===== src/rtl/stump_sequencer_pkg.sv =====
// Shared Stump control definitions: sequencer states, load/store opcode
// decode constants and the wait-counter width helper.
package stump_sequencer_pkg;

  typedef enum logic [2:0] {
    ST_FETCH   = 3'd0,
    ST_EXECUTE = 3'd1,
    ST_MEMORY  = 3'd2,
    ST_HALT    = 3'd3,
    ST_ERROR   = 3'd4
  } state_t;

  localparam logic [2:0]  OP_LDST       = 3'b011;
  localparam int unsigned LDST_LOAD_BIT = 11;

  function automatic int unsigned wait_cnt_w(input int unsigned max_wait);
    return (max_wait < 1) ? 1 : $clog2(max_wait + 1);
  endfunction

endpackage


===== src/rtl/stump_sequencer_wait_timer.sv =====
// Consecutive not-ready cycle counter for one memory access; flags the
// not-ready cycle that exhausts the MAX_WAIT budget (MAX_WAIT=0 never times out).
module stump_wait_timer
  import stump_sequencer_pkg::*;
#(
  parameter int unsigned MAX_WAIT = 15
) (
  input  logic clk,
  input  logic rst,
  input  logic i_clear,
  input  logic i_inc,
  output logic o_timeout
);

  localparam int unsigned CW   = wait_cnt_w(MAX_WAIT);
  localparam int unsigned LAST = (MAX_WAIT > 0) ? MAX_WAIT - 1 : 0;

  logic [CW-1:0] r_cnt;

  always_ff @(posedge clk or posedge rst) begin
    if (rst) begin
      r_cnt <= '0;
    end else if (i_clear) begin
      r_cnt <= '0;
    end else if (i_inc) begin
      r_cnt <= r_cnt + 1'b1;
    end
  end

  assign o_timeout = (MAX_WAIT != 0) && i_inc && (r_cnt == CW'(LAST));

endmodule


===== src/rtl/stump_sequencer.sv =====
// Stump multi-cycle control sequencer: fetch/execute/memory phases with
// ready handshake, access timeout, debug halt/single-step and retire counter.
module stump_sequencer
  import stump_sequencer_pkg::*;
#(
  parameter int unsigned IR_W     = 16,
  parameter int unsigned ICOUNT_W = 32,
  parameter int unsigned MAX_WAIT = 15
) (
  input  logic                clk,
  input  logic                rst,
  input  logic [IR_W-1:0]     ir,
  input  logic                mem_ready,
  input  logic                halt_req,
  input  logic                step_req,
  output logic                fetch,
  output logic                execute,
  output logic                memory,
  output logic                mem_ren,
  output logic                mem_wen,
  output logic                ir_en,
  output logic                retire,
  output logic                halted,
  output logic                bus_err,
  output logic [ICOUNT_W-1:0] instr_count
);

  state_t                r_state;
  state_t                w_next;
  logic                  r_step_pending;
  logic [ICOUNT_W-1:0]   r_instr_count;

  logic w_is_mem, w_is_load, w_is_store;
  logic w_fetch, w_execute, w_memory, w_ren, w_wen, w_ir_en, w_retire;
  logic w_halted, w_bus_err, w_step_set, w_wait_clr, w_wait_inc, w_timeout;
  state_t w_boundary;
  logic w_unused_ir;

  assign w_unused_ir = ^ir;
  assign w_is_mem    = (ir[15:13] == OP_LDST);
  assign w_is_load   = w_is_mem & ir[LDST_LOAD_BIT];
  assign w_is_store  = w_is_mem & ~ir[LDST_LOAD_BIT];
  assign w_boundary  = (r_step_pending || halt_req) ? ST_HALT : ST_FETCH;

  stump_wait_timer #(.MAX_WAIT(MAX_WAIT)) u_wait_timer (
    .clk       (clk),
    .rst       (rst),
    .i_clear   (w_wait_clr),
    .i_inc     (w_wait_inc),
    .o_timeout (w_timeout)
  );

  always_ff @(posedge clk or posedge rst) begin
    if (rst) begin
      r_state        <= ST_FETCH;
      r_step_pending <= 1'b0;
      r_instr_count  <= '0;
    end else begin
      r_state <= w_next;
      if (w_retire) begin
        r_step_pending <= 1'b0;
        r_instr_count  <= r_instr_count + 1'b1;
      end else if (w_step_set) begin
        r_step_pending <= 1'b1;
      end
    end
  end

  always_comb begin
    w_next     = r_state;
    w_fetch    = 1'b0;
    w_execute  = 1'b0;
    w_memory   = 1'b0;
    w_ren      = 1'b0;
    w_wen      = 1'b0;
    w_ir_en    = 1'b0;
    w_retire   = 1'b0;
    w_halted   = 1'b0;
    w_bus_err  = 1'b0;
    w_step_set = 1'b0;
    w_wait_clr = 1'b0;
    w_wait_inc = 1'b0;
    unique case (r_state)
      ST_FETCH: begin
        w_fetch = 1'b1;
        w_ren   = 1'b1;
        if (mem_ready) begin
          w_ir_en    = 1'b1;
          w_wait_clr = 1'b1;
          w_next     = ST_EXECUTE;
        end else begin
          w_wait_inc = 1'b1;
          if (w_timeout) w_next = ST_ERROR;
        end
      end
      ST_EXECUTE: begin
        w_execute = 1'b1;
        if (w_is_mem) begin
          w_next = ST_MEMORY;
        end else begin
          w_retire = 1'b1;
          w_next   = w_boundary;
        end
      end
      ST_MEMORY: begin
        w_memory = 1'b1;
        w_ren    = w_is_load;
        w_wen    = w_is_store;
        if (mem_ready) begin
          w_retire   = 1'b1;
          w_wait_clr = 1'b1;
          w_next     = w_boundary;
        end else begin
          w_wait_inc = 1'b1;
          if (w_timeout) w_next = ST_ERROR;
        end
      end
      ST_HALT: begin
        w_halted = 1'b1;
        // A step pulse wins even if halt_req drops in the same cycle.
        if (step_req) begin
          w_step_set = 1'b1;
          w_next     = ST_FETCH;
        end else if (!halt_req) begin
          w_next = ST_FETCH;
        end
      end
      ST_ERROR: begin
        w_bus_err = 1'b1;
      end
      default: begin
        w_next = ST_ERROR;
      end
    endcase
  end

  assign fetch       = w_fetch;
  assign execute     = w_execute;
  assign memory      = w_memory;
  assign mem_ren     = w_ren;
  assign mem_wen     = w_wen;
  // ir_en follows mem_ready combinationally, so hold it low during reset.
  assign ir_en       = w_ir_en & ~rst;
  assign retire      = w_retire;
  assign halted      = w_halted;
  assign bus_err     = w_bus_err;
  assign instr_count = r_instr_count;

endmodule


===== config.mk =====
export PLATFORM = sky130hd
export DESIGN_NAME = stump_sequencer
export DESIGN_NICKNAME = d
export VERILOG_FILES = /design/src/rtl/stump_sequencer_pkg.sv /design/src/rtl/stump_sequencer_wait_timer.sv /design/src/rtl/stump_sequencer.sv
export SDC_FILE = /design/constraint.sdc
export NUM_CORES = 1
export LEC_CHECK = 0
export CORE_UTILIZATION = 45
export CTS_CLUSTER_DIAMETER = 60
export DETAILED_ROUTE_END_ITERATION = 10
export PLACE_DENSITY = 0.76
export SETUP_SLACK_MARGIN = 0.2
export SKIP_LAST_GASP = 1
export SLEW_MARGIN = 5
export SYNTH_ARGS = -nofsm -noshare
export SYNTH_HDL_FRONTEND = slang
export SYNTH_SLANG_ARGS = --single-unit

===== constraint.sdc =====
create_clock -name clk -period 5.1 [get_ports clk]
set_input_delay 0.765 -clock clk [delete_from_list [all_inputs] [get_ports clk]]
set_output_delay 0.765 -clock clk [all_outputs]
set_load 0.03 [all_outputs]

After elaboration in Yosys (flattened, before gate mapping)
Cells that the tools add are included.
{"block": "totals", "regBits": 40, "latchBits": 0, "ramBits": 0, "rom_bits": 0, "inputBits": 21, "word_cells": 54, "mem_count": 0}
{"block": "op_classes", "add_sub_neg": 2, "n_mul": 0, "div_mod_pow": 0, "order_cmp": 0, "eq_ne": 7, "n_shift": 0, "mux": 28, "bitwise_logic": 6, "n_reduce_logical": 7}
{"cell": "32-bit by 1-bit adder with 32-bit output (second input constant)", "n": 1}
{"cell": "1-bit two-way mux", "n": 16}
{"cell": "3-bit two-way mux", "n": 5}
{"cell": "3-bit case mux with 5 select lines", "n": 1}
{"cell": "3-bit by 2-bit equality test with 1-bit output (second input constant)", "n": 3}
{"cell": "4-bit two-way mux", "n": 2}
{"cell": "4-bit by 1-bit adder with 4-bit output (second input constant)", "n": 1}
{"cell": "4-bit equality test (second input constant)", "n": 1}
{"cell": "2-bit two-way mux", "n": 2}
{"cell": "1-bit case mux with 2 select lines", "n": 2}
{"cell": "2-bit nonzero test", "n": 2}
{"cell": "1-bit bitwise AND", "n": 3}
{"cell": "3-bit by 1-bit equality test with 1-bit output (second input constant)", "n": 1}
{"cell": "3-bit equality test (second input constant)", "n": 1}
{"cell": "3-bit zero test", "n": 1}
{"cell": "3-bit != test (second input constant)", "n": 1}
{"cell": "1-bit inverter", "n": 3}
{"cell": "2-bit AND reduction", "n": 1}
{"cell": "2-bit OR reduction", "n": 1}
{"cell": "1-bit logical AND", "n": 1}
{"cell": "1-bit logical OR", "n": 1}

Longest topological paths before layout
{"block": "logic_depth", "depth_word": 7, "depth_mapped": 6, "depth_no_buf": 5}

Hierarchy
Synthesis repeated with hierarchy kept, for this count alone.
{"block": "unflattened", "hier_cells": 192, "hier_area_um2": 2054.5}
{"module": "stump_sequencer", "instances": 1, "cells_per_inst": 171, "area_per_inst_um2": 1828.0, "seq_area_each_um2": 900.9}
{"module": "stump_wait_timer", "instances": 1, "cells_per_inst": 21, "area_per_inst_um2": 226.5, "seq_area_each_um2": 100.1}

Worst setup path before layout
OpenSTA, ideal clock, no wires.
{"block": "synth_timing", "path_kind": "input-to-output", "start": "input port rst", "end": "output port ir_en", "arrival_ns": 2.089, "required_time_ns": 4.335, "setup_slack_ns": 2.246, "cell_stages": 2, "path_buffers": 0, "path_cell_list": "inv_1 and3_1"}
{"block": "synth_between", "elab_chain_len": 2}
{"element": "start: declaration", "line_no": "stump_sequencer.sv:11", "text": "input logic rst,"}
{"element": "1-bit inverter", "line_no": "stump_sequencer.sv:143", "text": "assign ir_en = w_ir_en & ~rst;"}
{"element": "1-bit bitwise AND", "line_no": "stump_sequencer.sv:143"}
{"element": "end: declaration", "line_no": "stump_sequencer.sv:21", "text": "output logic ir_en,"}
No other way between the ends.

Worst setup path in the final report
{"block": "layout_timing", "start": "input port mem_ready", "end": "output port retire"}
{"block": "layout_between", "elab_chain_len": 2}
{"element": "start: declaration", "line_no": "stump_sequencer.sv:13", "text": "input logic mem_ready,"}
{"element": "1-bit two-way mux", "line_no": "stump_sequencer.sv:109", "text": "if (mem_ready) begin"}
{"element": "1-bit case mux with 2 select lines", "line_no": "stump_sequencer.sv:83", "text": "unique case (r_state)"}
{"element": "end: declaration", "line_no": "stump_sequencer.sv:22", "text": "output logic retire,"}
No other way between the ends.

==> flow_summary.yaml <==
run_status:
  status: "complete, no violations"
logic_synthesis:
  netlist_instances: 185
  yosysUniqueCellTypes: 41
  syn-num-nets: 209
  yosysMostFrequentCell: "dfrtp_1"
  yosys_warnings: 0
  synth_seq_cells: 40
  syn_area_sq_um: 2043
  synth_top_area_cell: "dfrtp_1"
  yosys-top-cells-area: "dfrtp_1, xor2_1, xnor2_1"
  synth_flop_cell: "dfrtp_1"
  synthArstFlopShare_pct: 100.0
  netlist_top_cells_count: "dfrtp_1, nand2_1, xor2_1"
  post-synth-top-area-fraction_pct: 48.99
  synth_seq_area_share_pct: 48.99
  synth_edf_count: 0
  synth.avg_cell_area_sq_um: 11.04
detailed_routing:
  drc: 0
  dr.pass1.iters: 4
  wl_per_cell_um: 13.28
  routed-via-count: 1512
  vias_per_cell: 5.160
  wl_mm: 3.892
  final_antenna_net_count: 0
  drt_iter0_markers: 63
clock_network:
  htree_levels: 2
  clockBufferDepth: 2
  clk_pin_slew_ps: 80
  cts_root_buf: "clkbuf_8"
  cts_hold_buf: 0
  clock_sink_count: 40
  cts_resized: 0
  cts_tree: "built"
  cts_buffers: 5
  post-cts-setup-buffers: 0
  clock_latency_ps: 290
finish:
  drive_gt1_share_pct: 11.20
  nets: 264
  instances_no_fill: 293
  stdcell_area_sq_um: 2690
  antennaDiodeCount: 0
  nFillCells: 372
  post-route-util_pct: 61.78
  synthToLayoutAreaGrowth_pct: 31.66
die:
  core_region_area_sq_um: 4354
  fp-row-count: 24
  dieArea_sq_um: 4814
  ioPinCount: 62
  initial_core_util_pct: 46.93
  die_x_um: 69.38
  die_h_um: 69.38
setup_path:
  reg2reg_to: "instr_count[18]"
  cp-end-kind: "primary output"
  cp_max_fo: 12
  cp.required_ps: 4340
  critPathKind: "input pin to primary output"
  arrival_ps: 2540
  reg2reg_from: "r_state[2]"
  r2r_slack_ps: 3310
  reg2reg_depth: 5
  worst_setup_path_start_kind: "input pin"
timing:
  rsz0062_at_grt: "false"
  tns_ps: 0
  tightestPinTransition_ps: 488.7
  max_freq_mhz: 302.7
  finalSetupViolations: 0
  drv_slew: 0
  slew_headroom_pct: 67.42
  period_minus_slack_ps: 3303
  fin_skew_ps: 7.772
  layout_worst_path_cycle_share_pct: 64.77
  hold_viol: 0
place:
  gp_congestion: 0.7664
  dp_hpwl_mm: 2.747
  io_buffers: 49
  placed_cells: 285
  postPlaceCellArea_sq_um: 2582
pwr:
  clkPwrFrac_pct: 23.0
  p_sw_mw: 0.4100
  seq_power_share_pct: 40.0
  internal_power_mw: 0.6918
  p_per_area_nw_per_um2: 409.6
  swShare_pct: 37.21
  ir_drop_mv: 0.2537
  p_comb_share_pct: 36.9
  p_leak_nw: 1.221
hold_path:
  min-delay-start: "instr_count[31]"
  hp-class: "flop to flop"
  holdPathEnd: "instr_count[31]"
  holdPathStages: 1
job:
  maxCapViolations: 0
global_routing:
  antenna_found_initial: 0
  grt_usage_pct: 17.06
  grt_max_degree: 41
  grt_pass1_wl_mm: 6.644
  grt_pass1_vias: 1418
  grt_overflow: 0
-- per-layer routing --
metal,part of all wire (%),GRT usage (%),wire length [um],vias up
li1,-,-,-,748
met1,47,23.66,1822,731
met2,48,26.43,1878,28
met3,3.3,3.924,130,5
met4,1.5,5.669,60,0
met5,0,0,0,-
-- cells by family (layout without fill, tap and decap cells) --
kind of cell               count (synthesis)  after routing  share of synthesized area [%]
AOI/OAI and AO/OA                         15             15                          4.961
muxes                                      2              2                          1.102
xor gates and xnor gates                  31             31                          13.29
adders and majority gates                  3              3                          1.837
and+or+nand+nor                           85             85                          27.37
buffers and inverters                      9             65                          2.450
DFF                                       40             40                          48.99
-- final cells by class --
class | count | area, sq um | share of cell area (%)
multi-input combinational | 136 | 992.2 | 36.88
tap | 52 | 65.06 | 2.419
sequential | 40 | 1001 | 37.21
inverter | 7 | 26.28 | 0.9767
clock buffer | 6 | 72.57 | 2.698
clock inverter | 2 | 35.03 | 1.302
timing repair buffer | 50 | 498.0 | 18.51
-- cell usage in the layout, fill, tap and decap left out, types with 3 or more instances in the layout --
cell type / instances
nor2_1: 16
nand4_1: 5
clkdlybuf4s50_1: 49
xnor2_1: 14
nand2_1: 19
nand3_1: 8
inv_1: 7
o21ai_0: 4
xor2_1: 17
nand4_4: 3
clkbuf_8: 5
a21oi_1: 5
dfrtp_1: 40
ha_1: 3
nor3_1: 9
-- power by group through the flow --
stage                     Sequential [mW]  Clock (mW)  Combinational (mW)
after CTS                           0.441       0.257               0.412
after floorplan                     0.474           0               0.255
after detailed placement            0.446           0               0.412
final                               0.441       0.254               0.407
after global placement              0.445           0               0.407
after global routing                0.452       0.272               0.433
-- state kept, by name, summed over array words and instances, names as in the netlist --
name,cells
instr_count,32
u_wait_timer.r_cnt,4
r_state,3
r_step_pending,1
-- through the flow --
step	total power, mW	setup WS (ps)	hold slack, ps
5_1_grt	1.157	1730	505.7
2_1_floorplan	0.7290	2246	463.2
4_1_cts	1.110	1782	476.8
3_5_place_dp	0.8587	1785	463.9
3_3_place_gp	0.8523	1782	460.2
6_report	1.102	1797	471.0
-- critical path: stages --
cell	delay, ps
clkdlybuf4s50_1	590
and2b_2	210
a22o_4	240
clkdlybuf4s50_1	720
-- worst max path at each step --
stage / start / to / slack (ps) / cells past startpoint
floorplan: rst / ir_en / 2250 / 2
global placement: mem_ready / retire / 1780 / 4
detailed placement: mem_ready / retire / 1780 / 4
CTS: mem_ready / retire / 1780 / 4
global route: mem_ready / retire / 1730 / 4
finish: mem_ready / retire / 1800 / 4
Power figures use the tool's default switching activity.
==> RTL change 1: new RTL, same flow settings <==
`MAX_WAIT` is set to 15 in 2 places; all go to 30.
--- a/src/rtl/stump_sequencer_wait_timer.sv
+++ b/src/rtl/stump_sequencer_wait_timer.sv
@@ -3,7 +3,7 @@
 module stump_wait_timer
   import stump_sequencer_pkg::*;
 #(
-  parameter int unsigned MAX_WAIT = 15
+  parameter int unsigned MAX_WAIT = 30
 ) (
   input  logic clk,
   input  logic rst,
--- a/src/rtl/stump_sequencer.sv
+++ b/src/rtl/stump_sequencer.sv
@@ -5,7 +5,7 @@
 #(
   parameter int unsigned IR_W     = 16,
   parameter int unsigned ICOUNT_W = 32,
-  parameter int unsigned MAX_WAIT = 15
+  parameter int unsigned MAX_WAIT = 30
 ) (
   input  logic                clk,
   input  logic                rst,
Function: no difference found for any inputs over 10 cycles, from zero or initial values and one cycle with rst high; that may be too few to reach the edited logic, so the function may still have changed.
==> RTL change 1 against the unedited design <==
- die area rose by 1.4%
- sequential cell count rose by 1
- combinational power fell by 3%
- global-route usage rose by 2.4 points
- cell area fell by 0.79%
- utilization fell by 0.91 points
- maximum frequency fell by 7.0%
- sequential power fell by 0.9%
- worst setup slack got worse by 0.25 ns
- routed wire length rose by 12%
- total power fell by 5.8%
- area after synthesis rose by 1.4%
- first-iteration DRC count rose by 87%
- highest routed layer unchanged
==> RTL change 1: results (changes against the unedited design) <==
| Metric | Value |
|---|---|
| Skew final | 0.00523 ns (-0.00255 ns) |
| Sequential power share | 42.1% (+2.1 points) |
| Fillers | 386 (+3.8%) |
| DR vias | 1618 (+7.0%) |
| Post-Syn Nets | 223 (+6.7%) |
| Netlist cell types | 39 (-4.9%) |
| GRT Total Usage | 19.5% (+2.4 points) |
| Nets | 274 (+3.8%) |
| Post-synthesis mux area share | 1.09% (-0.015 points) |
| R2R Setup Slk | 3.27 ns (-0.04 ns) |
| Worst-Margin Slew | 0.684 ns (+0.195 ns) |
| Worst vdd ir | 0.170 mV (-33%) |
| Total area of sequential cells | 1030 um^2 (+2.5%) |
| Synth top area cells | dfrtp_1 50%, xnor2_1 12%, nand4_1 6.0% |
| Tcrit/Tclk final | 69.7% (+4.9 points) |
| Sequential cell area fraction in the yosys report | 49.5% (+0.53 points) |
| Post-Synth Adder-Cell Area | 1.81% (-0.026 points) |
| Outcome | completed |
| RR Startpoint | instr_count[0] |
| DP Wirelength | 3.00 mm (+9.3%) |
| Area of the multi-input gates | 971 um^2 (-2.1%) |
| Layout cells sized above 1 | 8.37% (-2.8 points) |
| Clk pwr | 0.206 mW (-19%) |
| Worst path max stage delay | 0.75 ns (+0.03 ns) |
| Comb_multi_in | 145 (+6.6%) |
| Gpl congestion | 0.773 (+0.90%) |
[RTL change 1: cell count changes in the layout (fill, tap and decap cells not counted), sizes merged, moves of 3 or more]
cell / delta
nand3: +4
nand4: +13
nor2: -7
nor3: -3
o21ai: +3
xnor2: +15
xor2: -15
[RTL change 1: per-stage QoR]
| stage | hold slack [ns] | power, mW | area, um^2 | std cells | utilization [%] |
|---|---|---|---|---|---|
| CTS | 0.481 | 1.05 | 2670 | 303 | 60.9 |
| floorplan | 0.445 | 0.716 | 2070 | 199 | - |
| finish | 0.475 | 1.04 | 2670 | 303 | 60.9 |
| global route | 0.507 | 1.11 | 2670 | 303 | 60.9 |
| detailed placement | 0.466 | 0.839 | 2590 | 295 | 59.0 |
| global placement | 0.465 | 0.833 | 2590 | 295 | 59.0 |
[RTL change 1: per-layer routing]
layer	vias to the layer above	GRT usage [%]	share of wire, %
met4	0	8.00	1.7
met5	-	0	0
met3	7	5.19	4.4
met1	771	26.9	46
met2	36	29.2	48
li1	804	-	-
==> RTL change 2: new RTL, config.mk and constraints unchanged <==
Made on the original files. One comparison of `r_cnt` changes from == to >=.
--- a/src/rtl/stump_sequencer_wait_timer.sv
+++ b/src/rtl/stump_sequencer_wait_timer.sv
@@ -27,7 +27,7 @@
     end
   end
 
-  assign o_timeout = (MAX_WAIT != 0) && i_inc && (r_cnt == CW'(LAST));
+  assign o_timeout = (MAX_WAIT != 0) && i_inc && (r_cnt >= CW'(LAST));
 
 endmodule
 
Behaviour: same outputs for any inputs over 10 cycles, from zero or initial values and one cycle with rst high; that may be too few to reach the edited logic, so the function may still have changed.
==> RTL change 2 against the unedited design <==
- area after synthesis is 1.3% higher
- first-iteration DRC count is 100% higher
- worst setup slack lost 0.26 ns
- non-clock buffer count grew 1
- utilization about the same
- sequential cell count did not move
- total power down 3.4%
- routed wire length grew 11%
- synthesized cell count increased by 3.2%
- cell area up 0.70%
- combinational power is 2% higher
==> RTL change 2: results (changes against the unedited design) <==
| Metric | Value |
|---|---|
| Async S/R FF share, synth | 100% (unchanged) |
| WP data arrival | 2.80 ns (+0.26 ns) |
| Hold Crit Class | reg -> reg |
| Synth Flop Type | dfrtp_1 |
| Detailed Route WL | 4.31 mm (+11%) |
| Finished Layout Cells | 295 (+0.68%) |
| Worst setup margin | 1.53 ns (-0.264 ns) |
| Post-synthesis mux area share | 0.544% (-0.56 points) |
| Layout cells sized above 1 | 10.7% (-0.50 points) |
| Gpl congestion | 0.748 (-2.4%) |
| Fillers | 382 (+2.7%) |
| Most instantiated cells after synthesis | 40 x dfrtp_1, 24 x xor2_1, 17 x nand2_1 |
| Worst-path fanout max | 29 (+17) |
| Post-Syn Nets | 215 (+2.9%) |
| GRT Total Usage | 19.3% (+2.3 points) |
| Initial antenna violation count | 0 (unchanged) |
| Outcome | completed |
| Drt initial violations | 129 (+100%) |
| Hold worst-path end | instr_count[31] |
| Vias per cell | 5.46 (+5.8%) |
| Post-Synth Adder-Cell Area | 1.81% (-0.024 points) |
| Clk buf depth | 2 (unchanged) |
| Synth Area in Compound Gates | 3.99% (-0.97 points) |
| Initial DRT Pass Iterations | 4 (unchanged) |
| Xor/xnor share of the synthesized area | 13.1% (-0.18 points) |
| First-pass GRT wire length | 7.50 mm (+13%) |
| Leak Pwr | 1.24 nW (+1.3%) |
| R2R Setup Slk | 3.12 ns (-0.19 ns) |
| Clk_lat worst skew | 0.30 ns |
| Nets | 266 (+0.76%) |
| Rel. slew slack | 53.7% (-14 points) |
| CTS HTree Levels | 2 (unchanged) |
| Vias in the first global route | 1517 (+7.0%) |
| Worst vdd ir | 0.221 mV (-13%) |
| Reg2reg path depth | 5 (unchanged) |
| Placed cell count | 287 (+0.70%) |
| PostCTS Resize Cnt | 0 (unchanged) |
| Yosys warning count | 0 (unchanged) |
| Cells after synthesis | 191 (+3.2%) |
| Hold_sp | instr_count[31] |
| CTS buffer count | 5 (unchanged) |
| DP Wirelength | 2.93 mm (+6.8%) |
| Psw | 0.432 mW (+5.3%) |
| Synth top area cells | dfrtp_1 48%, xor2_1 10%, nand2_1 3.1% |
| Setup repair bufs after CTS | 0 (unchanged) |
| Skew final | 0.00635 ns (-0.00142 ns) |
| Netlist cell types | 40 (-2.4%) |
| RR Startpoint | instr_count[0] |
| Reg2reg end | instr_count[30] |
| Pin count of the biggest net entering global routing | 42 (+2.4%) |
| Sequential cell area fraction in the yosys report | 48.3% (-0.65 points) |
| Clock Pin Slew Worst Setup and Hold Paths | 0.08 ns (about the same) |
| Clock root buffer | clkbuf_8 |
-- RTL change 2: critical path, stage by stage --
cell	delay (ns)
clkdlybuf4s50_1	0.58
a32oi_2	0.27
buf_4	0.38
inv_2	0.17
clkdlybuf4s50_1	0.63
-- RTL change 2: power by group through the flow --
stage | sequential (mW) | clock [mW] | combinational, mW
finish | 0.430 | 0.220 | 0.415
global route | 0.439 | 0.241 | 0.450
CTS | 0.429 | 0.225 | 0.419
detailed placement | 0.435 | 0 | 0.418
global placement | 0.434 | 0 | 0.413
floorplan | 0.455 | 0 | 0.245
-- RTL change 2: through the flow --
stage / total power [mW] / util [%] / hold WS [ns] / area (um^2)
floorplan: 0.700 / - / 0.463 / 2070
global placement: 0.847 / 59.7 / 0.461 / 2620
detailed placement: 0.853 / 59.7 / 0.465 / 2620
CTS: 1.07 / 61.8 / 0.475 / 2710
global route: 1.13 / 61.8 / 0.497 / 2710
finish: 1.06 / 61.8 / 0.469 / 2710
-- RTL change 2: layout make-up --
cell class	count	area share [%]
inverters	4	0.554
flip-flops and latches	40	37.0
well taps	52	2.40
repair buffers	51	18.7
multi-input cells	140	38.1
clock buffers	8	3.33
-- RTL change 2: layer usage --
| layer | track usage [%] | share of wire (%) | up-vias |
|---|---|---|---|
| li1 | - | - | 787 |
| met1 | 28.3 | 51 | 788 |
| met2 | 28.5 | 44 | 30 |
| met3 | 4.80 | 3.8 | 5 |
| met4 | 5.33 | 1.1 | 0 |
| met5 | 0 | 0 | - |
-- RTL change 2: how the worst max path moves through the flow --
stage | start | to | depth (start not counted)
2_1_floorplan | rst | ir_en | 2
3_3_place_gp | mem_ready | retire | 5
3_5_place_dp | mem_ready | retire | 5
4_1_cts | mem_ready | retire | 5
5_1_grt | ir[13] | retire | 6
6_report | mem_ready | retire | 5
-- RTL change 2: kinds of logic (layout without fill, tap and decap cells) --
| group | after synthesis | after routing |
|---|---|---|
| buffers and inverters | 11 | 63 |
| and+or+nand+nor | 91 | 91 |
| AOI/OAI and AO/OA | 14 | 14 |
| DFF | 40 | 40 |
| muxes | 1 | 1 |
| xor gates and xnor gates | 31 | 31 |
| adders and majority gates | 3 | 3 |
